$ cat src/rtl/zx_ports_pkg.sv
// Shared constants for the zx_irq_ports block: register map addresses,
// per-channel mode encoding and the width helper for the interrupt vector.
package zx_ports_pkg;

   // Register map
   localparam logic [2:0] ADDR_PEND = 3'd0;  // pending, read / write-1-to-clear
   localparam logic [2:0] ADDR_EN   = 3'd1;  // enable mask
   localparam logic [2:0] ADDR_MODE = 3'd2;  // 1 = edge, 0 = level
   localparam logic [2:0] ADDR_RAW  = 3'd3;  // synchronised source level
   localparam logic [2:0] ADDR_CTRL = 3'd4;  // generic control register
   localparam logic [2:0] ADDR_VEC  = 3'd5;  // interrupt vector (optional)

   // Per-channel mode encoding
   localparam logic MODE_LEVEL = 1'b0;
   localparam logic MODE_EDGE  = 1'b1;

   // Bits needed to hold a channel index; at least one bit so a
   // single-channel build still has a well-formed field.
   function automatic int vec_idx_w(input int n);
      return (n > 1) ? $clog2(n) : 1;
   endfunction

endpackage

$ cat src/rtl/zx_irq_chan.sv
// One interrupt channel: two-flop synchroniser, a history flop for edge
// detection and the sticky pending bit. A set condition wins over a clear
// requested in the same cycle.
module zx_irq_chan
   import zx_ports_pkg::*;
(
   input  logic clk,
   input  logic rst,
   input  logic src_i,   // asynchronous source, active high
   input  logic mode_i,  // MODE_EDGE or MODE_LEVEL
   input  logic clr_i,   // clear request (W1C or vector acknowledge)
   output logic pend_o,
   output logic raw_o    // synchronised level s2
);

   logic s1_q, s2_q, s3_q;
   logic pend_q, pend_d;
   logic set_c;

   // Set condition and next pending value
   always_comb begin
      set_c  = (mode_i == MODE_EDGE) ? (s2_q & ~s3_q) : s2_q;
      pend_d = set_c | (pend_q & ~clr_i);
   end

   // Synchroniser chain, edge history and pending bit; s3 starts at 0 so a
   // source held high through reset produces exactly one edge afterwards.
   always_ff @(posedge clk or posedge rst) begin
      if (rst) begin
         s1_q   <= 1'b0;
         s2_q   <= 1'b0;
         s3_q   <= 1'b0;
         pend_q <= 1'b0;
      end else begin
         s1_q   <= src_i;
         s2_q   <= s1_q;
         s3_q   <= s2_q;
         pend_q <= pend_d;
      end
   end

   assign pend_o = pend_q;
   assign raw_o  = s2_q;

endmodule

$ cat src/rtl/zx_irq_ports.sv
// Interrupt/control port block: N_IRQ synchronised interrupt channels with
// pending/enable/mode registers, a combined registered irq, and a masked
// DW-bit control register. Defining ZX_IRQ_PORTS_VEC_EN adds a registered
// interrupt vector at ADDR_VEC whose read acknowledges the reported channel.
//
// Bus handshake: rd_stb and wr_stb are single-cycle strobes with no
// back-pressure. A read sampled at edge k returns data in rd_data with
// rd_valid high for exactly the cycle after edge k; rd_data then holds
// until the next read. A write is applied at the edge that samples it.
module zx_irq_ports
   import zx_ports_pkg::*;
#(
   parameter int            DW         = 8,
   parameter int            N_IRQ      = 3,
   parameter logic [DW-1:0] CTRL_RST   = '0,
   parameter logic [DW-1:0] CTRL_WMASK = '1
) (
   input  logic             clk,
   input  logic             rst,
   input  logic [2:0]       addr,
   input  logic             wr_stb,
   input  logic             rd_stb,
   input  logic [DW-1:0]    wr_data,
   output logic [DW-1:0]    rd_data,
   output logic             rd_valid,
   input  logic [N_IRQ-1:0] irq_src,
   output logic             irq,
   output logic [DW-1:0]    ctrl
);

   logic [N_IRQ-1:0] pend, raw;
   logic [N_IRQ-1:0] en_q, en_d;
   logic [N_IRQ-1:0] mode_q, mode_d;
   logic [N_IRQ-1:0] clr_c, vec_clr;
   logic [DW-1:0]    ctrl_q, ctrl_d;
   logic [DW-1:0]    rd_data_q, rd_data_d;
   logic [DW-1:0]    rd_mux;
   logic             rd_valid_q;
   logic             irq_q, irq_d;

   // Channel array
   for (genvar g = 0; g < N_IRQ; g++) begin : g_chan
      zx_irq_chan u_chan (
         .clk    (clk),
         .rst    (rst),
         .src_i  (irq_src[g]),
         .mode_i (mode_q[g]),
         .clr_i  (clr_c[g]),
         .pend_o (pend[g]),
         .raw_o  (raw[g])
      );
   end

`ifdef ZX_IRQ_PORTS_VEC_EN
   localparam int VW = vec_idx_w(N_IRQ);

   logic [DW-1:0] vec_q, vec_d;

   // Lowest-numbered pending and enabled channel, valid flag in the MSB
   always_comb begin
      vec_d = '0;
      for (int i = N_IRQ - 1; i >= 0; i--) begin
         if (pend[i] && en_q[i]) begin
            vec_d[DW-1]   = 1'b1;
            vec_d[VW-1:0] = VW'(i);
         end
      end
   end

   // Reading a valid vector acknowledges the channel it reports
   always_comb begin
      vec_clr = '0;
      if (rd_stb && (addr == ADDR_VEC) && vec_q[DW-1]) begin
         for (int i = 0; i < N_IRQ; i++) begin
            if (vec_q[VW-1:0] == VW'(i)) vec_clr[i] = 1'b1;
         end
      end
   end

   // Vector register, refreshed every clock
   always_ff @(posedge clk or posedge rst) begin
      if (rst) vec_q <= '0;
      else     vec_q <= vec_d;
   end
`else
   assign vec_clr = '0;
`endif

   // Register writes, pending clears and combined interrupt
   always_comb begin
      en_d   = en_q;
      mode_d = mode_q;
      ctrl_d = ctrl_q;
      clr_c  = vec_clr;
      if (wr_stb) begin
         case (addr)
            ADDR_PEND: clr_c  = vec_clr | wr_data[N_IRQ-1:0];
            ADDR_EN:   en_d   = wr_data[N_IRQ-1:0];
            ADDR_MODE: mode_d = wr_data[N_IRQ-1:0];
            ADDR_CTRL: ctrl_d = (wr_data & CTRL_WMASK) | (ctrl_q & ~CTRL_WMASK);
            default:   ;
         endcase
      end
      irq_d = |(pend & en_q);
   end

   // Read multiplexer; reserved and out-of-range bits read as zero
   always_comb begin
      rd_mux = '0;
      case (addr)
         ADDR_PEND: rd_mux = DW'(pend);
         ADDR_EN:   rd_mux = DW'(en_q);
         ADDR_MODE: rd_mux = DW'(mode_q);
         ADDR_RAW:  rd_mux = DW'(raw);
         ADDR_CTRL: rd_mux = ctrl_q;
`ifdef ZX_IRQ_PORTS_VEC_EN
         ADDR_VEC:  rd_mux = vec_q;
`endif
         default:   rd_mux = '0;
      endcase
      rd_data_d = rd_stb ? rd_mux : rd_data_q;
   end

   // Control/status registers and registered outputs
   always_ff @(posedge clk or posedge rst) begin
      if (rst) begin
         en_q       <= '0;
         mode_q     <= '0;
         ctrl_q     <= CTRL_RST;
         irq_q      <= 1'b0;
         rd_data_q  <= '0;
         rd_valid_q <= 1'b0;
      end else begin
         en_q       <= en_d;
         mode_q     <= mode_d;
         ctrl_q     <= ctrl_d;
         irq_q      <= irq_d;
         rd_data_q  <= rd_data_d;
         rd_valid_q <= rd_stb;
      end
   end

   assign rd_data  = rd_data_q;
   assign rd_valid = rd_valid_q;
   assign irq      = irq_q;
   assign ctrl     = ctrl_q;

endmodule
$ cat config.mk
export PLATFORM = sky130hd
export DESIGN_NAME = zx_irq_ports
export DESIGN_NICKNAME = d
export VERILOG_FILES = /design/src/rtl/zx_ports_pkg.sv /design/src/rtl/zx_irq_chan.sv /design/src/rtl/zx_irq_ports.sv
export SDC_FILE = /design/constraint.sdc
export NUM_CORES = 1
export LEC_CHECK = 0
export ABC_AREA = 1
export CORE_MARGIN = 4
export CORE_UTILIZATION = 36
export CTS_BUF_LIST = sky130_fd_sc_hd__clkbuf_8
export DETAILED_ROUTE_END_ITERATION = 8
export SYNTH_ARGS = -nofsm -noshare
export SYNTH_HDL_FRONTEND = slang
export SYNTH_SLANG_ARGS = --single-unit
$ cat constraint.sdc
create_clock -name clk -period 1.2 [get_ports clk]
set_input_delay 0.12 -clock clk [delete_from_list [all_inputs] [get_ports clk]]
set_output_delay 0.12 -clock clk [all_outputs]
set_load 0.02 [all_outputs]
==> impl_metrics.json, run 1 <==
{
  "grtUsageTotal_pct": 13.6,
  "core_sq_um": 4000,
  "die_h_microns": 72.3,
  "hold_class": "primary input to asynchronous set/reset pin",
  "synthCells": 148,
  "cts_inserted_buffers": 5,
  "yosysUniqueCellTypes": 16,
  "dp_hpwl_microns": 2480,
  "dieArea_sq_um": 5220,
  "end_kind": "output port",
  "ios": 36,
  "fin_worst_skew_ns": 0.00663,
  "cp_slowest_cell": "dfrtp_1",
  "grt_pass1_wl_microns": 5320,
  "start_kind": "register",
  "cts_buffer_depth": 2,
  "nFillCells": 380,
  "critPathMaxStageDelay_ns": 0.38,
  "outcome": "complete, no violations",
  "start_util_pct": 37.2,
  "path_class": "register to output port",
  "finalCritPeriodShare_pct": 95.7,
  "gp_congestion": 0.912,
  "hold_ws_ns": 0.173,
  "syn_to_final_growth_pct": 36.0,
  "fin_util_pct": 50.5,
  "worstMarginPinSlew_ns": 0.272,
  "path_cells": "dlygate4sd2_1",
  "drt_iter0_markers": 56,
  "grt_max_degree": 37,
  "first_global_vias": 1138,
  "final.min_clock_period_ns": 1.15,
  "setup_violations": 0,
  "grt_overflow": 0,
  "cts_tree": "done",
  "crit_buf_inv": 1,
  "yosysSeqAreaShare_pct": 60.6,
  "antenna_found_initial": 0,
  "crit_required_ns": 1.08,
  "wl_per_cell_microns": 12.7,
  "dp.cells": 238,
  "slew_headroom_pct": 81.8,
  "syn_avg_cell_area_sq_um": 10.0,
  "worstPathMaxFanout": 3,
  "io_buffers": 35,
  "clk_pin_slew_ns": 0.07,
  "drive_above_1_share_pct": 12.8,
  "cts_setup_buffers": 0,
  "clock_sinks": 36,
  "syn_nets": 166,
  "final-instance-count-excl-fill": 245,
  "die_w_microns": 72.3,
  "p_per_area_nw_per_um2": 1470,
  "synth_seq_cells": 36,
  "via_per_inst": 4.72,
  "root_buffer": "clkbuf_8",
  "nets": 213,
  "num_antenna_cells": 0,
  "synth_area_sq_um": 1490,
  "ant_nets": 0,
  "wirelength_microns": 3120,
  "irDropWorstVdd_mv": 0.567,
  "total_power_uw": 2960,
  "drc": 0,
  "final_max_slew_viol_count": 0,
  "yosys_warnings": 0,
  "rsz0062_at_grt": "false",
  "cp_top_family": "flip-flops",
  "cp.arrival_ns": 1.03,
  "cap_violations": 0,
  "vias": 1156,
  "rows": 23,
  "drt_first_pass_iters": 4,
  "worstSkewPairLatency_ns": 0.28,
  "p_leak_uw": 0.00103,
  "hold_viol": 0,
  "htree_levels": 2,
  "fmax_mhz": 871
}
[cell families (layout without fill, tap and decap cells)]
| kind of cell | count (synthesis) | after routing | share of synthesized area (%) |
|---|---|---|---|
| AO/OA/AOI/OAI | 19 | 19 | 6.40 |
| buffers and inverters | 18 | 65 | 6.31 |
| flip-flops | 36 | 36 | 60.6 |
| multiplexers | 5 | 5 | 4.80 |
| AND/OR/NAND/NOR | 70 | 70 | 21.9 |
[cell type report]
class / count / area (sq um) / area share (%)
clock buffers: 7 / 96.3 / 4.76
inverters: 13 / 48.8 / 2.41
multi-input cells: 94 / 492 / 24.3
flip-flops and latches: 36 / 901 / 44.6
well taps: 50 / 62.6 / 3.09
repair buffers: 45 / 422 / 20.9
[cell usage in the layout (no fill, tap or decap)]
cell / count
buf_12: 1
buf_4: 9
clkbuf_8: 7
clkdlybuf4s15_1: 1
clkdlybuf4s50_1: 15
dfrtp_1: 36
dlygate4sd2_1: 17
dlymetal6s2s_1: 2
inv_1: 12
inv_2: 1
mux2_2: 1
mux2_4: 4
nand2_1: 46
nand3_1: 10
nand3_4: 1
nand4_1: 8
nor2_1: 4
nor2_8: 1
o21ai_0: 17
o21ai_1: 2
[cells in the mapped netlist (all sizes together)]
master  instances  area share (%)
buf             4             2.8
clkbuf          1            0.25
dfrtp          36              61
inv            13             3.3
mux2            5             4.8
nand2          46              12
nand3          11             4.5
nand4           8             3.4
nor2            5             2.4
o21ai          19             6.4
[sequential cells by signal, summed over array words and instances, names as in the netlist]
name	flops
en_q	3
rd_valid	1
rd_data	8
g_chan.u_chan.s1_q	3
g_chan.u_chan.raw_o	3
irq	1
ctrl	8
mode_q	3
g_chan.u_chan.s3_q	3
g_chan.u_chan.pend_o	3
[repair_timing]
item / CTS / global route
hold buffers: 0 / 0
cloned: 0 / 0
resized for setup: 18 / 4
setup endpoints to repair: 18 / 13
[stage by stage]
step / setup TNS, ns / instance area, sq um / setup slack, ns
2_1_floorplan: 0 / 1490 / 0.185
3_3_place_gp: -4.89 / 1940 / -0.238
3_5_place_dp: -5.44 / 1940 / -0.266
4_1_cts: 0 / 2020 / 0.0255
5_1_grt: 0 / 2020 / 0.0166
6_report: 0 / 2020 / 0.0513
[metal layers]
metal	wire length, microns	track usage [%]	vias up	part of all wire, %
met2	1480	20.4	38	47
met4	55	5.85	0	1.8
met1	1400	17.9	539	45
met3	182	4.57	7	5.8
met5	0	0	-	0
li1	-	-	572	-
[report_power, final]
group          switching (uW)  internal [uW]  leakage (uW)
clock                     386            510     0.0000503
combinational             322            280      0.000540
sequential                105           1360      0.000435
[final timing paths]
| check | slack (ns) | start | end | depth (start not counted) |
|---|---|---|---|---|
| max | 0.05 | ctrl[2]$_DFFE_PP0P_ | ctrl[2] | 1 |
| min reg2reg | 0.35 | g_chan[2].u_chan.s1_q$_DFF_PP0_ | g_chan[2].u_chan.raw_o$_DFF_PP0_ | 0 |
| min in group clk | 0.27 | irq_src[0] | g_chan[0].u_chan.s1_q$_DFF_PP0_ | 1 |
| min | 0.17 | rst | ctrl[6]$_DFFE_PP0P_ | 3 |
| max in group asynchronous | 0.85 | rst | g_chan[2].u_chan.s3_q$_DFF_PP0_ | 3 |
| max reg2reg | 0.23 | ctrl[0]$_DFFE_PP0P_ | rd_data[0]$_DFFE_PP0P_ | 5 |
No activity file was read; power rests on OpenSTA's default activity.
==> run 2, diff against run 1 <==
--- a/config.mk
+++ b/config.mk
@@ -7,7 +7,7 @@
 export LEC_CHECK = 0
 export ABC_AREA = 1
 export CORE_MARGIN = 4
-export CORE_UTILIZATION = 36
+export CORE_UTILIZATION = 30
 export CTS_BUF_LIST = sky130_fd_sc_hd__clkbuf_8
 export DETAILED_ROUTE_END_ITERATION = 8
 export SYNTH_ARGS = -nofsm -noshare
==> run 2 against run 1 <==
  * Global-route usage is 2.5 points lower
  * Clock power is 1% higher
  * Via count is 3.3% lower
  * Core utilization is 7.4 points lower
  * Power is 0.35% higher
  * Die area is 18% higher
  * Hold slack better by 0.0033 ns
  * Largest power group unchanged
==> impl_metrics.json, run 2 (synthesis gave the netlist of run 1 again) <==
{
  "cts_resized": 18,
  "dp_hpwl_microns": 2380,
  "cts_buffer_depth": 2,
  "root_buffer": "clkbuf_8",
  "finalCritPeriodShare_pct": 95.6,
  "r2r-end": "rd_data[0]$_DFFE_PP0P_",
  "cp_slowest_cell": "dfrtp_1",
  "hold_viol": 0,
  "finalInstanceArea_sq_um": 2050,
  "rows": 25,
  "final_cell_mix": "nand2_1, dfrtp_1, o21ai_0, dlygate4sd2_1, clkdlybuf4s50_1",
  "io_buffers": 35,
  "ios": 36,
  "core_sq_um": 4750,
  "num_antenna_cells": 0,
  "final.min_clock_period_ns": 1.15,
  "cts_setup_buffers": 0,
  "syn_to_final_growth_pct": 38.0,
  "critPathMaxStageDelay_ns": 0.41,
  "hold_buffers": 0,
  "clock_sinks": 36,
  "cp_top_family": "flip-flops",
  "grt_max_degree": 37,
  "start_kind": "register",
  "p_leak_uw": 0.00104,
  "grtUsageTotal_pct": 11.0,
  "reg2regPathDepth": 5,
  "fin_util_pct": 43.2,
  "clk_pin_slew_ns": 0.07,
  "die_w_microns": 78.4,
  "drt_iter0_markers": 54,
  "dp.cells": 256,
  "dpl-instance-area_sq_um": 1970,
  "crit_buf_inv": 1,
  "wirelength_microns": 3160,
  "final-instance-count-excl-fill": 263,
  "irDropWorstVdd_mv": 0.481,
  "top_layer": "met4",
  "outcome": "complete, no violations",
  "gp_congestion": 0.868,
  "start_util_pct": 31.3,
  "first_global_vias": 1071,
  "dieArea_sq_um": 6140,
  "setup_violations": 0,
  "final_common_cell": "nand2_1",
  "hold_class": "primary input to asynchronous set/reset pin",
  "drt-met1-wl_microns": 1580,
  "r2r_setup_slack_ns": 0.24,
  "grt_overflow": 0,
  "setup-tns-final_ns": 0,
  "crit_required_ns": 1.08,
  "via_per_inst": 4.25,
  "dr_wl_met3_microns": 162,
  "wl_met2_microns": 1370,
  "worstMarginPinSlew_ns": 0.284,
  "cts_tree": "done",
  "drc": 0,
  "path_cells": "dlygate4sd2_1",
  "cp.arrival_ns": 1.03,
  "die_h_microns": 78.4,
  "p_per_area_nw_per_um2": 1450,
  "fin_worst_skew_ns": 0.00345,
  "cap_violations": 0,
  "nets": 214,
  "path_class": "register to output port",
  "worstSkewPairLatency_ns": 0.28,
  "end_kind": "output port",
  "drive_above_1_share_pct": 13.3,
  "grt_pass1_wl_microns": 5180,
  "nFillCells": 487,
  "htree_levels": 2,
  "slew_headroom_pct": 81.1,
  "drt_first_pass_iters": 4,
  "rr_startpoint": "ctrl[0]$_DFFE_PP0P_",
  "vias": 1118,
  "cts_inserted_buffers": 5,
  "antenna_found_initial": 0,
  "ant_nets": 0,
  "final_max_slew_viol_count": 0,
  "worstPathMaxFanout": 3,
  "wl_per_cell_microns": 12.0,
  "fmax_mhz": 871,
  "worstSetupStartpoint": "ctrl[7]$_DFFE_PP0P_",
  "rsz0062_at_grt": "false"
}
-- run 2: stage by stage --
step | worst slack (ns) | power (uW) | hold WS (ns)
after floorplan | 0.185 | 1810 | 0.151
after global placement | -0.259 | 2160 | 0.333
after detailed placement | -0.284 | 2170 | 0.335
after CTS | 0.0198 | 3020 | 0.180
after global routing | 0.0128 | 3140 | 0.198
final | 0.0525 | 2970 | 0.177
-- run 2: final cells by class --
| cell class | instances | area [sq um] | area share, % |
|---|---|---|---|
| timing repair buffer | 46 | 430 | 21.0 |
| sequential | 36 | 901 | 43.9 |
| clock buffer | 7 | 96.3 | 4.70 |
| inverter | 13 | 48.8 | 2.38 |
| tap | 67 | 83.8 | 4.09 |
| multi-input combinational | 94 | 492 | 24.0 |
-- run 2: how the worst max path moves through the flow --
| stage | endpoint | slack, ns | cells after the start |
|---|---|---|---|
| after floorplan | ctrl[3]$_DFFE_PP0P_ | 0.18 | 5 |
| after global placement | ctrl[0]$_DFFE_PP0P_ | -0.26 | 6 |
| after detailed placement | ctrl[5]$_DFFE_PP0P_ | -0.28 | 4 |
| after CTS | ctrl[5]$_DFFE_PP0P_ | 0.02 | 4 |
| after global routing | ctrl[7] | 0.01 | 1 |
| final | ctrl[7] | 0.05 | 1 |
-- run 2: metal layers --
metal / GRT usage (%) / vias up
li1: - / 576
met5: 0 / -
met2: 14.9 / 23
met1: 16.0 / 513
met3: 3.67 / 6
met4: 4.72 / 0
-- run 2: worst min-delay path, cell delays in order --
cell and delay, ns:
clkdlybuf4s50_1 0.39, inv_1 0.09, buf_12 0.22
-- run 2: where the power goes --
group / switching (uW) / total [uW] / internal (uW)
Sequential: 99.4 / 1460 / 1360
Combinational: 322 / 607 / 285
Clock: 397 / 908 / 511
